### src/rtl/iterative_div_pkg.sv
// rtl/iterative_div_pkg.sv - shared constants and state encoding for the restoring divider
package iterative_div_pkg;

  localparam int DIV_WIDTH = 32;

  function automatic int cnt_bits(input int w);
    return (w <= 2) ? 1 : $clog2(w);
  endfunction

  localparam int DIV_CNT_W = cnt_bits(DIV_WIDTH);

  localparam logic [1:0] ST_IDLE = 2'd0;
  localparam logic [1:0] ST_CALC = 2'd1;
  localparam logic [1:0] ST_DONE = 2'd2;

endpackage

### src/rtl/iterative_div_if.sv
// rtl/iterative_div_if.sv - start/operand request and quotient/ready response bundle
interface iterative_div_if
  import iterative_div_pkg::*;
#(
  parameter int WIDTH = DIV_WIDTH
);

  logic             ctrl_div;
  logic [WIDTH-1:0] operand_a;
  logic [WIDTH-1:0] operand_b;
  logic [WIDTH-1:0] result;
  logic             data_exception;
  logic             data_resultRDY;

  modport master (
    output ctrl_div, operand_a, operand_b,
    input  result, data_exception, data_resultRDY
  );

  modport slave (
    input  ctrl_div, operand_a, operand_b,
    output result, data_exception, data_resultRDY
  );

endinterface

### src/rtl/iterative_div_step.sv
// rtl/iterative_div_step.sv - one combinational restoring step on WIDTH+1-bit unsigned magnitudes
module div_step
  import iterative_div_pkg::*;
#(
  parameter int WIDTH = DIV_WIDTH
) (
  input  logic [WIDTH:0] rem_i,
  input  logic [WIDTH:0] div_i,
  input  logic           bit_i,
  output logic [WIDTH:0] rem_o,
  output logic           q_o
);

  logic [WIDTH:0]   shifted;
  logic [WIDTH+1:0] diff;

  // Remainder stays below the divisor, so the top bit never carries out of the shift.
  assign shifted = (rem_i << 1) | {{WIDTH{1'b0}}, bit_i};
  assign diff    = {1'b0, shifted} - {1'b0, div_i};
  assign q_o     = ~diff[WIDTH+1];
  assign rem_o   = q_o ? diff[WIDTH:0] : shifted;

endmodule

### src/rtl/iterative_div.sv
// rtl/iterative_div.sv - signed restoring divider, one quotient bit per clock
module iterative_div
  import iterative_div_pkg::*;
#(
  parameter int WIDTH = DIV_WIDTH
) (
  input  logic          clock,
  input  logic          reset_n,
  iterative_div_if.slave bus
);

  localparam int CW = cnt_bits(WIDTH);

  logic [1:0]       state_q, state_d;
  logic [WIDTH:0]   a_mag_q, a_mag_d;
  logic [WIDTH:0]   b_mag_q, b_mag_d;
  logic [WIDTH:0]   rem_q, rem_d;
  logic [WIDTH-1:0] quo_q, quo_d;
  logic [CW-1:0]    cnt_q, cnt_d;
  logic             q_neg_q, q_neg_d;
  logic             zdiv_q, zdiv_d;
  logic [WIDTH-1:0] result_q, result_d;
  logic             exc_q, exc_d;
  logic             rdy_q, rdy_d;

  logic [WIDTH:0]   a_ext, b_ext, a_abs, b_abs;
  logic             b_zero;
  logic [WIDTH:0]   step_rem;
  logic             step_q;

  assign a_ext  = {bus.operand_a[WIDTH-1], bus.operand_a};
  assign b_ext  = {bus.operand_b[WIDTH-1], bus.operand_b};
  assign a_abs  = a_ext[WIDTH] ? -a_ext : a_ext;
  assign b_abs  = b_ext[WIDTH] ? -b_ext : b_ext;
  assign b_zero = (bus.operand_b == '0);

  div_step #(.WIDTH(WIDTH)) u_step (
    .rem_i (rem_q),
    .div_i (b_mag_q),
    .bit_i (a_mag_q[WIDTH-1]),
    .rem_o (step_rem),
    .q_o   (step_q)
  );

  always_comb begin
    state_d  = state_q;
    a_mag_d  = a_mag_q;
    b_mag_d  = b_mag_q;
    rem_d    = rem_q;
    quo_d    = quo_q;
    cnt_d    = cnt_q;
    q_neg_d  = q_neg_q;
    zdiv_d   = zdiv_q;
    result_d = result_q;
    exc_d    = exc_q;
    rdy_d    = 1'b0;

    // A start in any state discards whatever is in flight.
    if (bus.ctrl_div) begin
      a_mag_d = a_abs;
      b_mag_d = b_abs;
      q_neg_d = bus.operand_a[WIDTH-1] ^ bus.operand_b[WIDTH-1];
      rem_d   = '0;
      quo_d   = '0;
      cnt_d   = '0;
      zdiv_d  = b_zero;
      state_d = b_zero ? ST_DONE : ST_CALC;
    end else begin
      case (state_q)
        ST_CALC: begin
          rem_d   = step_rem;
          quo_d   = {quo_q[WIDTH-2:0], step_q};
          a_mag_d = a_mag_q << 1;
          cnt_d   = cnt_q + 1'b1;
          if (cnt_q == CW'(WIDTH - 1)) begin
            state_d = ST_DONE;
          end
        end
        ST_DONE: begin
          result_d = q_neg_q ? -quo_q : quo_q;
          exc_d    = zdiv_q;
          rdy_d    = 1'b1;
          state_d  = ST_IDLE;
        end
        default: begin
          state_d = ST_IDLE;
        end
      endcase
    end
  end

  always_ff @(posedge clock or negedge reset_n) begin
    if (!reset_n) begin
      state_q  <= ST_IDLE;
      a_mag_q  <= '0;
      b_mag_q  <= '0;
      rem_q    <= '0;
      quo_q    <= '0;
      cnt_q    <= '0;
      q_neg_q  <= 1'b0;
      zdiv_q   <= 1'b0;
      result_q <= '0;
      exc_q    <= 1'b0;
      rdy_q    <= 1'b0;
    end else begin
      state_q  <= state_d;
      a_mag_q  <= a_mag_d;
      b_mag_q  <= b_mag_d;
      rem_q    <= rem_d;
      quo_q    <= quo_d;
      cnt_q    <= cnt_d;
      q_neg_q  <= q_neg_d;
      zdiv_q   <= zdiv_d;
      result_q <= result_d;
      exc_q    <= exc_d;
      rdy_q    <= rdy_d;
    end
  end

  assign bus.result         = result_q;
  assign bus.data_exception = exc_q;
  assign bus.data_resultRDY = rdy_q;

endmodule

### src/flat_wrapper.sv
// flat-port wrapper written by rule: the top's interface ports become plain ports
module iterative_div_flat import iterative_div_pkg::*;
#(
  parameter int WIDTH = DIV_WIDTH
)
  (clock, reset_n, bus_ctrl_div, bus_operand_a, bus_operand_b, bus_result, bus_data_exception, bus_data_resultRDY);
  iterative_div_if #(.WIDTH(WIDTH)) bus_i ();
  input  logic clock;
  input  logic reset_n;
  input wire logic [$bits(bus_i.ctrl_div)-1:0] bus_ctrl_div;
  input wire logic [$bits(bus_i.operand_a)-1:0] bus_operand_a;
  input wire logic [$bits(bus_i.operand_b)-1:0] bus_operand_b;
  output wire logic [$bits(bus_i.result)-1:0] bus_result;
  output wire logic [$bits(bus_i.data_exception)-1:0] bus_data_exception;
  output wire logic [$bits(bus_i.data_resultRDY)-1:0] bus_data_resultRDY;
  assign bus_i.ctrl_div = bus_ctrl_div;
  assign bus_i.operand_a = bus_operand_a;
  assign bus_i.operand_b = bus_operand_b;
  assign bus_result = bus_i.result;
  assign bus_data_exception = bus_i.data_exception;
  assign bus_data_resultRDY = bus_i.data_resultRDY;
  iterative_div #(.WIDTH(WIDTH)) u_core (.clock(clock), .reset_n(reset_n), .bus(bus_i));
endmodule
### config.mk
export PLATFORM = sky130hd
export DESIGN_NAME = iterative_div_flat
export DESIGN_NICKNAME = d
export VERILOG_FILES = /design/src/rtl/iterative_div_pkg.sv /design/src/rtl/iterative_div_if.sv /design/src/rtl/iterative_div_step.sv /design/src/rtl/iterative_div.sv /design/src/flat_wrapper.sv
export SDC_FILE = /design/constraint.sdc
export NUM_CORES = 1
export LEC_CHECK = 0
export ABC_AREA = 1
export BUFFER_PORTS_ARGS = -buffer_cell sky130_fd_sc_hd__buf_4
export CORE_UTILIZATION = 55
export CTS_CLUSTER_DIAMETER = 150
export DETAILED_ROUTE_END_ITERATION = 8
export HOLD_SLACK_MARGIN = 0.05
export PLACE_DENSITY_LB_ADDON = 0.15
export SLEW_MARGIN = 20
export SYNTH_ARGS = -nofsm -noshare
export SYNTH_HDL_FRONTEND = slang
export SYNTH_SLANG_ARGS = --single-unit
### constraint.sdc
create_clock -name clock -period 2 [get_ports clock]
set_input_delay 0.6 -clock clock [delete_from_list [all_inputs] [get_ports clock]]
set_output_delay 0.6 -clock clock [all_outputs]
set_load 0.005 [all_outputs]
==> results of run 1 <==
-- kinds of logic (layout without fill, tap and decap cells) --
| family | Yosys count | in the layout | synth area share |
|---|---|---|---|
| simple gates | 981 | 981 | 0.348 |
| xor+xnor | 58 | 58 | 0.0419 |
| compound gates | 213 | 213 | 0.103 |
| buf+inv | 347 | 639 | 0.112 |
| fa+ha+maj | 39 | 39 | 0.0409 |
| flops | 172 | 172 | 0.355 |
-- worst max-delay path: stages (launching register included) --
cell     delay, ps
dfrtp_1        450
ha_4           290
nand2_4         90
inv_2           40
nand2_2         60
nand2_1         60
nand2_1         70
nand3_2        130
nand2_2        110
nand2_2         80
nand2_4        130
nand2_8        110
buf_12         170
nand2_1         60
nand3_1         70
o21ai_1        120
-- state kept, by name (all words and copies together) (netlist names) --
name / flops
u_core.b_mag_q: 33
u_core.state_q: 2
u_core.bus.data_resultRDY: 1
u_core.bus.data_exception: 1
u_core.zdiv_q: 1
u_core.q_neg_q: 1
u_core.a_mag_q: 32
u_core.cnt_q: 5
u_core.quo_q: 32
u_core.bus.result: 32
u_core.rem_q: 32
-- area by class of cell --
| cell class | instances | area (um^2) | area share |
|---|---|---|---|
| multi-input combinational | 1291 | 7290 | 0.451 |
| sequential | 172 | 4300 | 0.266 |
| timing repair buffer | 316 | 2550 | 0.158 |
| inverter | 291 | 1090 | 0.0677 |
| clock buffer | 18 | 439 | 0.0272 |
| tap | 275 | 344 | 0.0213 |
| clock inverter | 14 | 153 | 0.00944 |
-- power groups by stage --
stage               clock (mW)  combinational (mW)  sequential (mW)
global route              3.53                9.19             4.37
finish                    3.39                8.49             4.32
CTS                       3.40                7.18             4.28
floorplan                    0                4.00             4.23
global placement             0                6.54             4.27
detailed placement           0                6.66             4.29
-- worst max path at each step --
stage                                           to  slack [ps]  depth (start not counted)
finish                 u_core.rem_q[2]$_DFFE_PN0P_        -130                         15
global route           u_core.rem_q[2]$_DFFE_PN0P_        -210                         15
CTS                   u_core.rem_q[28]$_DFFE_PN0P_         -10                         16
detailed placement  u_core.a_mag_q[30]$_DFFE_PN0P_        -270                         14
global placement    u_core.b_mag_q[30]$_DFFE_PN0P_        -240                         10
floorplan              u_core.rem_q[8]$_DFFE_PN0P_         100                         12
-- layer usage --
metal / global-route usage / vias up
li1: - / 6324
met1: 0.468 / 6122
met2: 0.521 / 517
met3: 0.0709 / 86
met4: 0.0990 / 0
met5: 0 / -
-- cells in the mapped netlist, types with 3 or more instances --
library cell / count
nand2_1: 570
inv_1: 281
nand3_1: 179
dfrtp_1: 172
nor2_1: 134
o21ai_0: 84
o22ai_1: 41
xor2_1: 41
ha_1: 38
clkbuf_1: 35
a21oi_1: 34
nand4_1: 26
nor3_1: 19
xnor2_1: 17
nand3b_1: 16
o21ai_1: 12
o221ai_1: 11
inv_2: 8
buf_1: 7
buf_2: 7
o211ai_1: 7
nand2_2: 6
a31oi_1: 5
nor2_2: 5
o21bai_1: 5
o31ai_1: 5
and2_1: 4
nand3_2: 4
o21ai_2: 4
buf_4: 3
buf_6: 3
nor3_2: 3
nor4_1: 3
or2_2: 3
-- stage by stage --
stage	util	cell area, um^2
2_1_floorplan	-	12100
6_report	0.757	16200
3_5_place_dp	0.679	14500
5_1_grt	0.757	16200
3_3_place_gp	0.679	14500
4_1_cts	0.728	15500
-- what timing repair did --
action	4_1_cts	5_1_grt
setup endpoints to repair	33	38
cloned	0	2
pin swaps	21	42
setup buffers	8	16
resized for setup	85	132
==> summary.txt, run 1 <==
Worst setup path
  – CP Data Arrival Time: 2490 ps
  – Reg2Reg Depth: 15
  – Crit path from: u_core.rem_q[2]$_DFFE_PN0P_
  – Critical path launch point type: flip-flop
  – Crit path required time: between 2000 and 2500 ps
  – Crit Path Category: reg -> reg
  – Launch point of the worst reg-to-reg path: u_core.rem_q[2]$_DFFE_PN0P_
  – CP Capture Type: flip-flop
  – Worst reg-to-reg setup slack: -130 ps
  – Largest fanout on the critical path: 8
  – Capture point of the worst reg-to-reg path: u_core.rem_q[2]$_DFFE_PN0P_

Layout
  – Area Growth Syn to Fin: 33.3%
  – Most frequent standard cell in the layout excluding fill and tap cells: nand2_1
  – ANT cells: 0
  – Nets: approximately 2200
  – Non-Filler Instances: around 2400
  – Number of fill cells in the layout: roughly 1700
  – Fraction of final layout cells with drive strength greater than 1: 0.275
  – Commonest non-fill, non-tap cells in the layout: 501 x nand2_1, 300 x buf_4, 247 x inv_1

Power
  – Clk pwr share: 0.209
  – Peak supply drop: around 0.00066 V
  – Static Leakage: 8.54 nW
  – Internal Power: approximately 9.4 mW
  – Total power consumption of the routed design: about 16 mW
  – Net switching power: ~6.8 mW
  – Sequential share of power: 0.267
  – Pwr Density: about 1000 mW/mm^2
  – Combinational cell fraction of total power: 0.524
  – Sw Ratio: 0.418

Route
  – Met2 layer wire length in the routed design: 17.3 mm
  – Count of antenna-violating nets left after detailed routing: 0
  – Top routing layer used: met4
  – Routed wirelength normalized by instance count: 16.1 um
  – DR WL met3: about 3.3 mm
  – Count of TritonRoute iterations in the first routing pass: 5
  – Number of vias after detailed routing: 13049
  – Wire length on met1: 16.6 mm
  – Detailed-route wire length: approximately 38 mm
  – Post-route DRC violation count: 0
  – First DRT Iteration DRCs: approximately 940
  – Number of vias per cell after detailed routing: around 5.5

STA
  – Minimum period implied by the final worst setup slack: ~2100 ps
  – Hold Fails Final Rpt: 0
  – Post-route setup TNS: -2510 ps
  – Number of endpoints failing setup at the final stage: 32
  – Final Hold Slack: around 100 ps
  – Crit path setup slack, layout: -135 ps
  – Worst slew margin relative to its limit: 0.656
  – Final period util: 1.07
  – RSZ-0062 raised after global routing: yes
  – Least-Margin Pin Slew: 516 ps
  – Number of max-slew violations in the final report: 0
  – Timing-limited maximum frequency: between 0.4 and 0.5 GHz
  – Clock Skews: roughly 11 ps

Synth
  – Post-synthesis average cell area: 6.70 um^2
  – Post-synth EDFFs: 0
  – Fraction of synthesized cell area taken by the top area cell type: 0.355
  – Post-synthesis async set-or-reset flop share: 1.00
  – Syn Inst Count: around 1800
  – Flops & latches, synth: ~170
  – Sequential share of the synthesized area: 0.355
  – Post-synthesis cell type with the largest combined area: dfrtp_1
  – Leading cell types by total area after synthesis: dfrtp_1 35%, nand2_1 18%, inv_1 8.7%
  – Net count of the mapped netlist: about 1900
  – Netlist Area Pre-Place: around 0.012 mm^2
  – Library cells used by synthesis: 48
  – Top_reg_cell synth: dfrtp_1
  – Count of yosys warnings during synthesis: 0

CTS
  – Latest clock arrival within the worst-skew pair: roughly 450 ps
  – Count of hold buffers inserted by post-cts repair: 0
  – Number of clock sinks seen by CTS: about 170
  – Clock tree from TritonCTS: done
  – Post-CTS clock slew at the launch and capture registers of the worst setup and hold paths: 80 ps
  – Number of buffers between clock root and the deepest sink: 2
  – CTS Root Cell: clkbuf_16
  – H-tree levels: 4
  – CTS Buf Count: 17

Placement
  – Dpl cells: 2319
  – Count of buffers inserted at the top-level ports: 100
  – HPWL after detailed placement: 27.1 mm
  – Pre-CTS worst setup slack: -266 ps
  – Gp weighted congestion: 0.977

Global route
  – Antenna violations before repair: 0
  – Largest net degree at the start of global routing: 55
  – Overall overflow remaining after global route: 0
  – Via count of the first global-routing pass: 12196
  – Global-route wire length before repair: 59.0 mm
  – Global router's overall resource usage: 0.335

Floorplan
  – Horizontal extent of the die: around 150 um
  – Number of top-level pins: roughly 100
  – Starting Density: 0.568
  – Die area: between 0.02 and 0.025 mm^2
  – Height of the die: 151 um
  – Core Rows: 53
  – Core box area: roughly 0.021 mm^2

Run status
  – Violated checks: negative setup slack
  – Run status: complete, but fails checks

Min path
  – Worst min-delay path class: in -> async

Flow run
  – Max-cap check violation count: 0
Power figures use the tool's default switching activity.
==> inputs of run 2 (changes only) <==
Clock period 2 ns to 1.8 ns, I/O delays scaled along.
==> summary.txt, run 2 (synthesis gave the netlist of run 1 again) <==
Layout
  – Non-Filler Instances: 2453 (+3.2%)
  – Most frequent standard cell in the layout excluding fill and tap cells: nand2_1
  – Fraction of final layout cells with drive strength greater than 1: 0.309 (+0.0335)
  – Nets: 2271 (+3.5%)
  – Commonest non-fill, non-tap cells in the layout: 504 x nand2_1, 369 x buf_4, 243 x inv_1
  – Area Growth Syn to Fin: 40.2%
  – Number of fill cells in the layout: 1510 (-9.1%)
  – ANT cells: 0 (unchanged)
  – Number of flip-flops in the largest register: 33 (unchanged)
  – Reg with most FFs: u_core.b_mag_q

Run status
  – Run status: complete, but fails checks
  – Violated checks: negative setup slack

STA
  – Crit path setup slack, layout: -330 ps (-195 ps)
  – Clock Skews: 13.9 ps (+3.17 ps)
  – RSZ-0062 raised after global routing: yes
  – Hold Fails Final Rpt: 0 (unchanged)
  – Minimum period implied by the final worst setup slack: 2130 ps (-5.27 ps)
  – Final Hold Slack: 408 ps (+306 ps)
  – Least-Margin Pin Slew: 426 ps (-89.8 ps)
  – Timing-limited maximum frequency: 0.470 GHz (+0.25%)
  – Number of max-slew violations in the final report: 0 (unchanged)
  – Number of endpoints failing setup at the final stage: 34 (+6.3%)
  – Final period util: 1.18 (+0.116)
  – Worst slew margin relative to its limit: 0.714 (+0.0578)

Floorplan
  – Starting Density: 0.568 (unchanged)
  – Die area: 0.0227 mm^2 (unchanged)
  – Number of top-level pins: 101 (unchanged)
  – Horizontal extent of the die: 151 um (unchanged)
  – Core box area: 0.0214 mm^2 (unchanged)
  – Height of the die: 151 um (unchanged)
  – Core Rows: 53 (unchanged)

Worst setup path
  – Critical path launch point type: flip-flop
  – Crit Path Category: reg -> reg
  – Library cell appearing most often on the critical path: nand2_2
  – CP Data Arrival Time: 2440 ps (-50 ps)
  – Cell-by-cell listing of the critical path: ha_4 -> nand2_2 -> nand2_2 -> inv_2 -> nand2_2 -> a21oi_4 -> nor2_4 -> nor2_8 -> buf_12 -> nand3_1 -> nand3_2 -> o21ai_2
  – CP Capture Type: flip-flop
  – Largest fanout on the critical path: 18 (+10)
  – Cell with the largest stage delay on the worst path: dfrtp_1
  – Delay of the slowest critical-path stage: 440 ps (about the same)
  – Crit path required time: 2110 ps (-240 ps)

Global route
  – Global router's overall resource usage: 0.356 (+0.0210)
  – Via count of the first global-routing pass: 12694 (+4.1%)
  – Global-route wire length before repair: 62.5 mm (+6.1%)
  – Overall overflow remaining after global route: 0 (unchanged)
  – Largest net degree at the start of global routing: 54 (-1.8%)
  – Antenna violations before repair: 1 (+1)

Placement
  – Count of buffers inserted at the top-level ports: 100 (unchanged)
  – Pre-CTS worst setup slack: -371 ps (-105 ps)
  – Gp weighted congestion: 0.970 (-0.73%)
  – Dpl cells: 2386 (+2.9%)
  – HPWL after detailed placement: 28.3 mm (+4.1%)

Route
  – Detailed-route wire length: 40.3 mm (+5.6%)
  – Post-route DRC violation count: 0 (unchanged)
  – Number of vias after detailed routing: 13525 (+3.6%)
  – Routed wirelength normalized by instance count: 16.4 um (+2.3%)
  – Count of antenna-violating nets left after detailed routing: 0 (unchanged)
  – Count of TritonRoute iterations in the first routing pass: 6 (+1)
  – First DRT Iteration DRCs: 1150 (+22%)
  – Number of vias per cell after detailed routing: 5.51 (+0.44%)

CTS
  – Number of buffers between clock root and the deepest sink: 2 (unchanged)
  – H-tree levels: 4 (unchanged)
  – Latest clock arrival within the worst-skew pair: 440 ps (about the same)
  – Clock tree from TritonCTS: done
  – Post-CTS clock slew at the launch and capture registers of the worst setup and hold paths: 80 ps (about the same)
  – CTS Root Cell: clkbuf_16
  – Number of clock sinks seen by CTS: 172 (unchanged)
  – CTS Buf Count: 17 (unchanged)

Power
  – Peak supply drop: 0.000667 V (+1.0%)
  – Static Leakage: 8.96 nW (+5.0%)
  – Pwr Density: 1100 mW/mm^2 (+9.6%)

Min path
  – Worst min-delay path class: in -> reg

Flow run
  – Max-cap check violation count: 0 (unchanged)
## run 2: changes by cell type in the layout (fill, tap and decap cells not counted), sizes merged
cell | before | now
buf | 314 | 389
clkbuf | 20 | 17
inv | 296 | 295
clkinvlp | 4 | 0
bufinv | 0 | 2
dlygate4sd3 | 0 | 1
nand2 | 578 | 580
clkinv | 5 | 9
## run 2: area by class of cell
class / instances / area, um^2 / area share
inverters: 291 / 1090 / 0.0642
flip-flops and latches: 172 / 4310 / 0.253
clock inverters: 15 / 219 / 0.0129
multi-input cells: 1293 / 7490 / 0.441
clock buffers: 17 / 425 / 0.0250
repair buffers: 390 / 3120 / 0.184
well taps: 275 / 344 / 0.0202
## run 2: worst paths after layout
kind,start,end,slack (ps),cells after the start
max,u_core.rem_q[19]$_DFFE_PN0P_,u_core.rem_q[8]$_DFFE_PN0P_,-330,12
max reg2reg,u_core.rem_q[19]$_DFFE_PN0P_,u_core.rem_q[8]$_DFFE_PN0P_,-330,12
min reg2reg,u_core.bus.result[29]$_DFFE_PN0P_,u_core.bus.result[29]$_DFFE_PN0P_,480,2
min,bus_operand_a[27],u_core.a_mag_q[27]$_DFFE_PN0P_,410,4
max in group asynchronous,reset_n,u_core.a_mag_q[26]$_DFFE_PN0P_,630,3
min in group asynchronous,reset_n,u_core.bus.result[14]$_DFFE_PN0P_,570,2
## run 2: power by group
| part | leakage (nW) | internal (mW) | switching (mW) |
|---|---|---|---|
| combinational | 6.40 | 4.44 | 5.45 |
| sequential | 2.25 | 4.38 | 0.405 |
| clock | 0.312 | 2.15 | 1.83 |
## run 2: worst max-delay path, delay by kind of cell, from the launching register on
kind,cells,cell delay (ps)
DFF,1,440
adders and majority gates,1,300
and+or+nand+nor,7,800
AOI/OAI and AO/OA,2,220
buffers and inverters,2,240
## run 2: repair_timing
item                                   4_1_cts  5_1_grt
resized for setup                           92      127
pin swaps                                   18       44
endpoints found under the hold margin       30        0
setup endpoints to repair                   42       62
cloned                                       2        0
buffers inserted                            12       20
hold buffers                                 1        0
## run 2: routing by layer
| layer | GRT usage | part of all wire |
|---|---|---|
| met3 | 0.0742 | 0.090 |
| met4 | 0.0859 | 0.018 |
| met1 | 0.503 | 0.44 |
| met5 | 0 | 0 |
| met2 | 0.556 | 0.46 |
## run 2: through the flow
step	util	cell area, um^2	TNS (ps)	power [mW]
floorplan	-	12400	-6.18	9.45
global placement	0.717	15300	-14910	12.7
detailed placement	0.717	15300	-17940	12.8
CTS	0.770	16400	-6070	17.6
global route	0.796	17000	-10950	19.6
finish	0.796	17000	-8380	18.7
